===== src/rtl/load_use_hazard_unit.sv =====
// Load-use hazard control for the 5-stage RV32I pipeline: combinational stall/flush/freeze outputs, LD_LAT-cycle stall per hazard.
// mem_busy freezes the whole pipeline and holds all internal state; branch flush outranks a fresh hazard.
module load_use_hazard_unit #(
    parameter int          LD_LAT   = 1,
    parameter int          CNT_W    = 16,
    parameter logic [6:0]  OPC_LOAD = 7'b0000011
) (
    input  logic             clk,
    input  logic             rst,
    input  logic [31:0]      instr_id,
    input  logic             id_valid,
    input  logic [31:0]      instr_ex,
    input  logic             ex_valid,
    input  logic             mem_busy,
    input  logic             branch_taken,
    output logic             stall_pc,
    output logic             stall_ifid,
    output logic             bubble_idex,
    output logic             flush_ifid,
    output logic             freeze_all,
    output logic             busy,
    output logic [CNT_W-1:0] stall_cycles
);

    typedef enum logic {RUN, LDSTALL} state_t;

    localparam logic [3:0]       LAT_M1  = 4'(LD_LAT - 1);
    localparam logic [CNT_W-1:0] CNT_MAX = '1;

    state_t     state, state_nxt;
    logic [3:0] cnt, cnt_nxt;
    logic       count_stall;
    logic       uses_rs1, uses_rs2, hazard;
    logic [4:0] rd_ex, rs1_id, rs2_id;
    logic       unused_fields;

    assign rd_ex  = instr_ex[11:7];
    assign rs1_id = instr_id[19:15];
    assign rs2_id = instr_id[24:20];
    assign unused_fields = ^{instr_id[31:25], instr_id[14:7], instr_ex[31:12]};

    always_comb begin
        uses_rs1 = 1'b0;
        uses_rs2 = 1'b0;
        case (instr_id[6:0])
            7'b0110011, 7'b0100011, 7'b1100011: begin
                uses_rs1 = 1'b1;
                uses_rs2 = 1'b1;
            end
            7'b0010011, 7'b0000011, 7'b1100111: uses_rs1 = 1'b1;
            default: ;
        endcase
    end

    assign hazard = ex_valid && id_valid && (instr_ex[6:0] == OPC_LOAD) && (rd_ex != 5'd0) &&
                    ((uses_rs1 && (rs1_id == rd_ex)) || (uses_rs2 && (rs2_id == rd_ex)));

    always_comb begin
        stall_pc    = 1'b0;
        stall_ifid  = 1'b0;
        bubble_idex = 1'b0;
        flush_ifid  = 1'b0;
        freeze_all  = 1'b0;
        busy        = 1'b0;
        count_stall = 1'b0;
        state_nxt   = state;
        cnt_nxt     = cnt;
        if (rst) begin
            state_nxt = RUN;
        end else if (mem_busy) begin
            freeze_all = 1'b1;
        end else if (state == LDSTALL) begin
            // The load has already left EX, so neither branch nor hazard is looked at here.
            stall_pc    = 1'b1;
            stall_ifid  = 1'b1;
            bubble_idex = 1'b1;
            busy        = 1'b1;
            count_stall = 1'b1;
            cnt_nxt     = cnt - 4'd1;
            if (cnt == 4'd1)
                state_nxt = RUN;
        end else if (branch_taken) begin
            flush_ifid  = 1'b1;
            bubble_idex = 1'b1;
        end else if (hazard) begin
            stall_pc    = 1'b1;
            stall_ifid  = 1'b1;
            bubble_idex = 1'b1;
            count_stall = 1'b1;
            if (LD_LAT > 1) begin
                state_nxt = LDSTALL;
                cnt_nxt   = LAT_M1;
            end
        end
    end

    always_ff @(posedge clk or posedge rst) begin
        if (rst) begin
            state        <= RUN;
            cnt          <= 4'd0;
            stall_cycles <= '0;
        end else begin
            state <= state_nxt;
            cnt   <= cnt_nxt;
            if (count_stall && (stall_cycles != CNT_MAX))
                stall_cycles <= stall_cycles + 1'b1;
        end
    end

endmodule


===== config.mk =====
export PLATFORM = sky130hd
export DESIGN_NAME = load_use_hazard_unit
export DESIGN_NICKNAME = d
export VERILOG_FILES = /design/src/rtl/load_use_hazard_unit.sv
export SDC_FILE = /design/constraint.sdc
export NUM_CORES = 1
export LEC_CHECK = 0
export ABC_AREA = 1
export BUFFER_PORTS_ARGS = -buffer_cell sky130_fd_sc_hd__buf_4
export CAP_MARGIN = 20
export CORE_MARGIN = 4
export CORE_UTILIZATION = 47
export DETAILED_ROUTE_END_ITERATION = 8
export GPL_ROUTABILITY_DRIVEN = 0
export PLACE_DENSITY_LB_ADDON = 0.15
export SLEW_MARGIN = 0
export SYNTH_ARGS = -nofsm -noshare
export SYNTH_HDL_FRONTEND = slang
export SYNTH_SLANG_ARGS = --single-unit

===== constraint.sdc =====
create_clock -name clk -period 2.9 [get_ports clk]
set_input_delay 0.435 -clock clk [delete_from_list [all_inputs] [get_ports clk]]
set_output_delay 0.435 -clock clk [all_outputs]
set_load 0.02 [all_outputs]

# Word-level counts from Yosys, hierarchy flattened
# Index checks and enable logic that the tools add are counted.
op_classes:
  n_reduce_logical: 12
  n_eq_ne: 12
  addsub: 2
  bitwise_logic: 2
  mux: 24
ops:
  columns: ["operator", "n"]
  rows:
  - ["1-bit two-way mux", 24]
  - ["16-bit by 1-bit adder with 16-bit output (second input constant)", 1]
  - ["16-bit != test (second input constant)", 1]
  - ["7-bit by 2-bit == test with 1-bit output (second input constant)", 2]
  - ["7-bit by 6-bit == test with 1-bit output (second input constant)", 2]
  - ["7-bit == test (second input constant)", 2]
  - ["5-bit == test", 2]
  - ["7-bit by 5-bit == test with 1-bit output (second input constant)", 1]
  - ["1-bit logical AND", 7]
  - ["6-bit OR reduction", 1]
  - ["5-bit nonzero test", 1]
  - ["4-bit by 1-bit == test with 1-bit output (second input constant)", 1]
  - ["4-bit by 1-bit subtractor with 4-bit output (second input constant)", 1]
  - ["3-bit AND reduction", 1]
  - ["3-bit OR reduction", 1]
  - ["2-bit != test (second input constant)", 1]
  - ["1-bit inverter", 2]
  - ["1-bit logical OR", 1]
word_totals:
  reg_bits: 21
  in_bits: 70
  word_cells: 55
  output_inout_bits: 22

# Longest topological paths before layout
# Gate-level depths: netlist of run 1.
depth:
  depth_word: 12
  ltp_mapped: 14
  ltp_nobuf: 13

# Worst setup path after synthesis of run 1
# Ideal clock, no wire load.
synth_path:
  kind: "input to output"
  from: "in rst"
  to: "out stall_pc"
  cell_stages: 5
  n_path_buf: 1
  arrival_time_ns: 1.787
  setup_slack_ns: 0.678
  cell_sequence: "nor2_1 -> inv_1 -> a21oi_2 -> a21boi_0 -> buf_4"
synth_between:
  elab_chain_cells: 1
synth_rtl:
  columns: ["item", "line", "text"]
  rows:
  - ["start: declaration", "9", "input logic rst,"]
  - ["1-bit two-way mux", null, null]
  - ["end: declaration", "16", "output logic stall_pc,"]
# Every way passes these cells.

# Final worst setup path of run 1
layout_path:
  from: "in instr_id[6]"
  to: "out bubble_idex"
layout_between:
  elab_chain_cells: 11
  elab_cells_between_ends: 19
  cone_classes: "eq/ne: 6; mux: 7; reduce/logical: 6"
layout_rtl:
  columns: ["item", "line", "text"]
  rows:
  - ["start: declaration", "10", "input logic [31:0] instr_id,"]
  - ["7-bit by 6-bit == test with 1-bit output (tied with other cells)", "45", "case (instr_id[6:0])"]
  - ["6-bit OR reduction (no line) / 3-bit OR reduction (equally long branches)", null, null]
  - ["1-bit two-way mux", "45", null]
  - ["1-bit logical AND", "56", "((uses_rs1 && (rs1_id == rd_ex)) || (uses_rs2 && (rs2_id == rd_ex)));"]
  - ["1-bit logical OR *", "56", null]
  - ["1-bit logical AND *", "55", "assign hazard = ex_valid && id_valid && (instr_ex[6:0] == OPC_LOAD) && (rd_ex != 5'd0) &&"]
  - ["1-bit two-way mux *", "85", "end else if (hazard) begin"]
  - ["1-bit two-way mux *", "82", "end else if (branch_taken) begin"]
  - ["1-bit two-way mux *", "72", "end else if (state == LDSTALL) begin"]
  - ["1-bit two-way mux *", "70", "end else if (mem_busy) begin"]
  - ["1-bit two-way mux *", "68", "if (rst) begin"]
  - ["end: declaration", "18", "output logic bubble_idex,"]
# Mark *: on every way between the ends. The rest lies on a longest branch, timed or not.

==> flow_summary.ini, run 1 <==
[outcome]
status = finished, final reports clean

[pwr]
vdd_drop_max_uv = 224
powerDensity_mw_per_mm2 = 249
p_leak_uw = 0.00114
power_uw = 515

[synthesis]
synth_fp_nets = 305
synth_seq_cells = 21
synthCells = 232
seq_area_frac_synth = 0.332
yosysTopAreaCell = dfrtp_1
yosysWarnings = 0
synth_top_area_share = 0.332
yosys-top-cells-area = dfrtp_1 (33%), nand2_1 (18%), nand4_1 (7.5%), nor2_1 (6.9%), xor2_1 (6.6%)
ys_types = 29
netlist_area_mm2 = 0.00158
syn_area_per_cell_um2 = 6.83

[floorplanning]
die_h_um = 66.1
io_pins = 92
start_util = 0.506
rows = 20
coreArea_mm2 = 0.00313
die-area_mm2 = 0.00436
die_w_um = 66.1

[setup_path]
start_kind = input pin
ff2ff_setup_slack_ns = 0.88
timing.critical_path.mode_cell = nand2_1
slowest_delay_ns = 0.28
r2r_cells = 9
r2r-start = stall_cycles[0]$_DFFE_PP0P_
cp_num_buf_inv = 4
crit_arrival_ns = 1.69
cp_max_fo = 18
critical_path.cell_chain = buf_4 > nand2_1 > inv_1 > nor2_1 > nand2_1 > nor2_1 > nand2_1 > nand2_1 > nand2_1 > nand2_2 > o21ai_0 > inv_1 > buf_4
setup.worst_path.end_class = output pin
cpMaxStageDelayCell = nand2_2
path_class = in2out
startpoint = instr_id[6]
cp_top_family = simple AND/OR/NAND/NOR gates
worst-endpoint-required_ns = 2.47
regToRegEndpoint = stall_cycles[13]$_DFFE_PP0P_

[route]
drc_errors = 0
routed_wl_mm = 3.69
drtIter0Drc = 112
firstDrtPassIters = 4
via_per_inst = 4.75
ant_nets = 0
num_vias = 1583
wl_per_cell_um = 11.1

[global_route]
grt_overflow = 0
grt_max_degree = 22
grt_pass1_vias = 1440
track_usage = 0.183
grt_pass1_wl_mm = 6.40
antenna_found_initial = 0

[run]
maxCapViolCount = 0

[sta]
period_needed_ns = 2.12
fmax_ghz = 0.471
final-max-slew-violation-count = 0
period_share = 0.732
setup_violations = 0
rsz0062_at_grt = false
finClkSkew_ns = 0.00345
relSlewSlack = 0.713
tightest_slew_ns = 0.428
tns_ns = 0
hold_violations = 0

[cells_and_area]
area_growth_pct = 30.6
antenna-diode-count = 0
nNetsFinal = 363
drive_gt1_frac = 0.246

[clocking]
tritoncts = done
cts-htree-levels = 1
postCtsResizedCells = 0
clk_pin_slew_ns = 0.11
post_cts.repair.setup_buffers = 0
holdBufCountCts = 0
cts_buffers = 3
cts_sinks = 21
clock_tree.buffer_depth = 2
clk_latency_ns = 0.30
cts_root_buf = clkbuf_4

[placement]
post-dp-hpwl_mm = 2.90
port_buffers = 56

[min_path]
min_path_type = in2async
## where the power goes
group | internal (uW) | switching [uW]
logic | 45.1 | 39.7
registers | 293 | 0.00162
clock network | 53.6 | 84.3
total | 391 | 124
## worst register-to-register path, cell delays in order (launching register included)
cell and delay (ns):
dfrtp_1 0.45, ha_1 0.24, clkinv_1 0.14, nor2_4 0.16
nand3_2 0.12, nor3b_2 0.19, nand2_2 0.24, nand3_4 0.28
nand2_1 0.09, nand2_1 0.06
## layout by cell type (no fill, tap or decap), types with 2 or more instances in the layout
master    netlist  final
nor3_1          4      4
dfrtp_1        21     21
clkbuf_4        0      3
inv_1          27     27
nor2_1         29     29
xnor2_1         7      7
clkinv_1        2      2
nand3_1         8      8
buf_4           1     58
xor2_1         12     12
nand2_2         3      3
nand4_1        19     19
nand2_1        78     78
ha_1            3      3
inv_2           2      2
## routing by layer
layer  GRT usage  share of wire  vias up
met4      0.0457         0.0097        0
met3      0.0340          0.061        5
met5           0              0        -
met2       0.304           0.46       35
met1       0.245           0.47      695
li1            -              -      848
## how the worst max path moves through the flow
stage | endpoint | slack (ns) | cells after the start
2_1_floorplan | stall_pc | 0.68 | 5
3_3_place_gp | bubble_idex | 0.79 | 13
6_report | bubble_idex | 0.78 | 13
4_1_cts | bubble_idex | 0.76 | 13
5_1_grt | bubble_idex | 0.51 | 12
3_5_place_dp | bubble_idex | 0.76 | 13
## per-stage QoR
stage | util | hold slack [ns] | instances | setup WS, ns | area [um^2]
2_1_floorplan | - | 0.420 | 232 | 0.678 | 1580
3_3_place_gp | 0.653 | 0.497 | 329 | 0.792 | 2040
3_5_place_dp | 0.653 | 0.504 | 329 | 0.763 | 2040
4_1_cts | 0.661 | 0.188 | 333 | 0.764 | 2070
5_1_grt | 0.661 | 0.191 | 333 | 0.512 | 2070
6_report | 0.661 | 0.188 | 333 | 0.776 | 2070
## area by class of cell
cell class	count	area (um^2)
Fill cell	295	1060
Multi-Input combinational cell	175	910
Sequential cell	21	526
Timing Repair Buffer	58	435
Inverter	31	116
Tap cell	44	55.1
Clock buffer	4	26.3
## synth_stat cells
master / n
a21boi_0: 1
a21oi_1: 1
a21oi_2: 1
a41oi_1: 1
and2_0: 1
and3_1: 1
buf_1: 1
buf_2: 2
buf_4: 1
buf_6: 1
clkinv_1: 2
dfrtp_1: 21
ha_1: 3
inv_1: 27
inv_2: 2
nand2_1: 78
nand2_2: 3
nand3_1: 8
nand3_2: 1
nand3_4: 1
nand3b_1: 1
nand4_1: 19
nor2_1: 29
nor2_4: 1
nor3_1: 4
nor3b_2: 1
o21ai_0: 1
xnor2_1: 7
xor2_1: 12
## logic make-up (layout without fill, tap and decap cells)
logic type,count (synthesis),count (layout),synth area share
AO/OA/AOI/OAI,5,5,0.0221
XOR/XNOR,19,19,0.105
adder cells (fa/ha/maj),3,3,0.0237
buffers and inverters,36,93,0.0940
flip-flops,21,21,0.332
AND/OR/NAND/NOR,148,148,0.423
## sequential cells by signal, indices dropped and copies added (netlist names)
signal	count
stall_cycles	16
state	1
cnt	4
Note: power is estimated with default switching activity, not from simulation.
==> run 2, diff against run 1 <==
--- a/config.mk
+++ b/config.mk
@@ -9,7 +9,7 @@
 export BUFFER_PORTS_ARGS = -buffer_cell sky130_fd_sc_hd__buf_4
 export CAP_MARGIN = 20
 export CORE_MARGIN = 4
-export CORE_UTILIZATION = 47
+export CORE_UTILIZATION = 40
 export DETAILED_ROUTE_END_ITERATION = 8
 export GPL_ROUTABILITY_DRIVEN = 0
 export PLACE_DENSITY_LB_ADDON = 0.15
==> constraint.sdc (replaced) <==
create_clock -name clk -period 1.8 [get_ports clk]
set_input_delay 0.27 -clock clk [delete_from_list [all_inputs] [get_ports clk]]
set_output_delay 0.27 -clock clk [all_outputs]
set_load 0.02 [all_outputs]
==> run 2 against run 1 <==
Effect of this change: worst setup slack got worse by 0.67 ns; worst hold slack got worse by 0.11 ns; global-route usage fell by 2.1 points; first-iteration DRC count fell by 34%; clock skew fell by 0.0024 ns; clock-buffer cell count did not move; sequential share of layout area fell by 2.2 points; wire length rose by 12%; via count rose by 6.8%; clock power rose by 120%; critical endpoint is now stall_cycles[9]$_DFFE_PP0P_; power rose by 77%; critical path depth fell by 4.
==> flow_summary.ini, run 2 (synthesis results as in run 1) <==
[cells_and_area]
final_common_cell = nand2_1
antenna-diode-count = 0
largest_register_ffs = 16
final_cell_mix = nand2_1 (78), buf_4 (75), nor2_1 (28)
drive_gt1_frac = 0.307
reg_top3 = stall_cycles x16, cnt x4, state x1
area_growth_pct = 43.4
nNetsFinal = 383
top_register = stall_cycles

[clocking]
cts_root_buf = clkbuf_8
clk_pin_slew_ns = 0.07
tritoncts = done
clk_latency_ns = 0.26
clock_tree.buffer_depth = 2
cts_sinks = 21
holdBufCountCts = 0
cts_buffers = 3
cts-htree-levels = 1

[route]
firstDrtPassIters = 4
routed_wl_mm = 4.13
wl_per_cell_um = 11.6
num_vias = 1690
drc_errors = 0
via_per_inst = 4.73
drtIter0Drc = 74
ant_nets = 0

[floorplanning]
start_util = 0.423
rows = 22
die-area_mm2 = 0.00503
die_h_um = 70.9
io_pins = 92
coreArea_mm2 = 0.00374
die_w_um = 70.9

[placement]
post-dp-hpwl_mm = 3.09
place_ws_ns = 0.0253
port_buffers = 56

[global_route]
antenna_found_initial = 0
grt_pass1_vias = 1557
grt_overflow = 0
grt_max_degree = 22
grt_pass1_wl_mm = 6.85
track_usage = 0.163

[pwr]
power_uw = 912
clockPowerShare = 0.333
p_int_uw = 702
comb_power_share = 0.150
vdd_drop_max_uv = 276
powerDensity_mw_per_mm2 = 401
p_sw_uw = 210
p_leak_uw = 0.00128
swShare = 0.230
p_seq_frac = 0.517

[sta]
relSlewSlack = 0.754
finClkSkew_ns = 0.00108
tightest_slew_ns = 0.366
final-max-slew-violation-count = 0
holdWs_ns = 0.0737
period_share = 0.942
setup_violations = 0
fmax_ghz = 0.590
layout_setup_ws_ns = 0.105
period_needed_ns = 1.69
hold_violations = 0

[setup_path]
cpMaxStageDelayCell = dfrtp_2
setup.worst_path.end_class = flop
crit_arrival_ns = 1.89
critical_path.cell_chain = ha_1 > inv_2 > nor2_4 > nand3_2 > nor3b_4 > nand2_4 > nand3_2 > nand2_1 > nand2_1
start_kind = flop
worst-endpoint-required_ns = 2.00
path_class = reg2reg
slowest_delay_ns = 0.36
cp_max_fo = 8

[run]
maxCapViolCount = 0

[min_path]
min_path_type = in2async

[outcome]
status = finished, final reports clean
[run 2: cell count changes in the layout (fill, tap and decap cells not counted), moves of 2 or more]
cell | previous run | this run
buf_4 | 58 | 75
clkbuf_4 | 3 | 0
dfrtp_2 | 0 | 2
clkbuf_8 | 0 | 3
dfrtp_1 | 21 | 19
[run 2: per-stage QoR]
stage                     instance area (um^2)  utilization  setup TNS (ns)  instances
final                                     2270        0.607               0        357
after global routing                      2270        0.607         -0.0283        357
after CTS                                 2210        0.592               0        351
after detailed placement                  2170        0.580               0        347
after global placement                    2170        0.580               0        347
after floorplan                           1590            -               0        232
[run 2: metal layers]
layer	track usage	routed length, um	up-vias
li1	-	-	888
met5	0	0	-
met1	0.225	1850	747
met3	0.0256	319	4
met4	0.0376	36	0
met2	0.267	1920	51
[run 2: critical path, delay by kind of cell, from the launching register on]
family	cells	cell delay, ns
DFF	1	0.36
adders and majority gates	1	0.18
and+or+nand+nor	7	1.03
buffers and inverters	1	0.06
[run 2: what timing repair did]
item | 4_1_cts | 5_1_grt
hold endpoints to repair | 0 | 0
gates cloned | 0 | 2
resized for setup | 0 | 3
buffers inserted | 0 | 4
pin swaps | 1 | 2
setup endpoints to repair | 1 | 16
[run 2: layout make-up]
cell class                 count  area (um^2)
clock buffer                   4         45.0
fill                         377         1470
sequential                    21          528
inverter                      31          116
tap                           48         60.1
timing repair buffer          76          583
multi-input combinational    177          940
[run 2: power groups by stage]
stage,logic (uW),clock network (uW),registers [uW]
3_5_place_dp,138,0,481
6_report,137,304,471
4_1_cts,138,314,471
2_1_floorplan,55.8,0,481
5_1_grt,156,339,471
3_3_place_gp,135,0,481
[run 2: worst paths after layout]
kind                       slack (ns)                          end  cells past startpoint                   startpoint
max                              0.11  stall_cycles[9]$_DFFE_PP0P_                      9  stall_cycles[0]$_DFFE_PP0P_
min in group clk                 0.31            state$_DFFE_PP0N_                      4                          rst
max reg2reg                      0.11  stall_cycles[9]$_DFFE_PP0P_                      9  stall_cycles[0]$_DFFE_PP0P_
min                              0.07            state$_DFFE_PP0N_                      3                          rst
max in group asynchronous        1.49  stall_cycles[0]$_DFFE_PP0P_                      3                          rst
min reg2reg                      0.51           cnt[0]$_DFFE_PP0P_                      1           cnt[0]$_DFFE_PP0P_
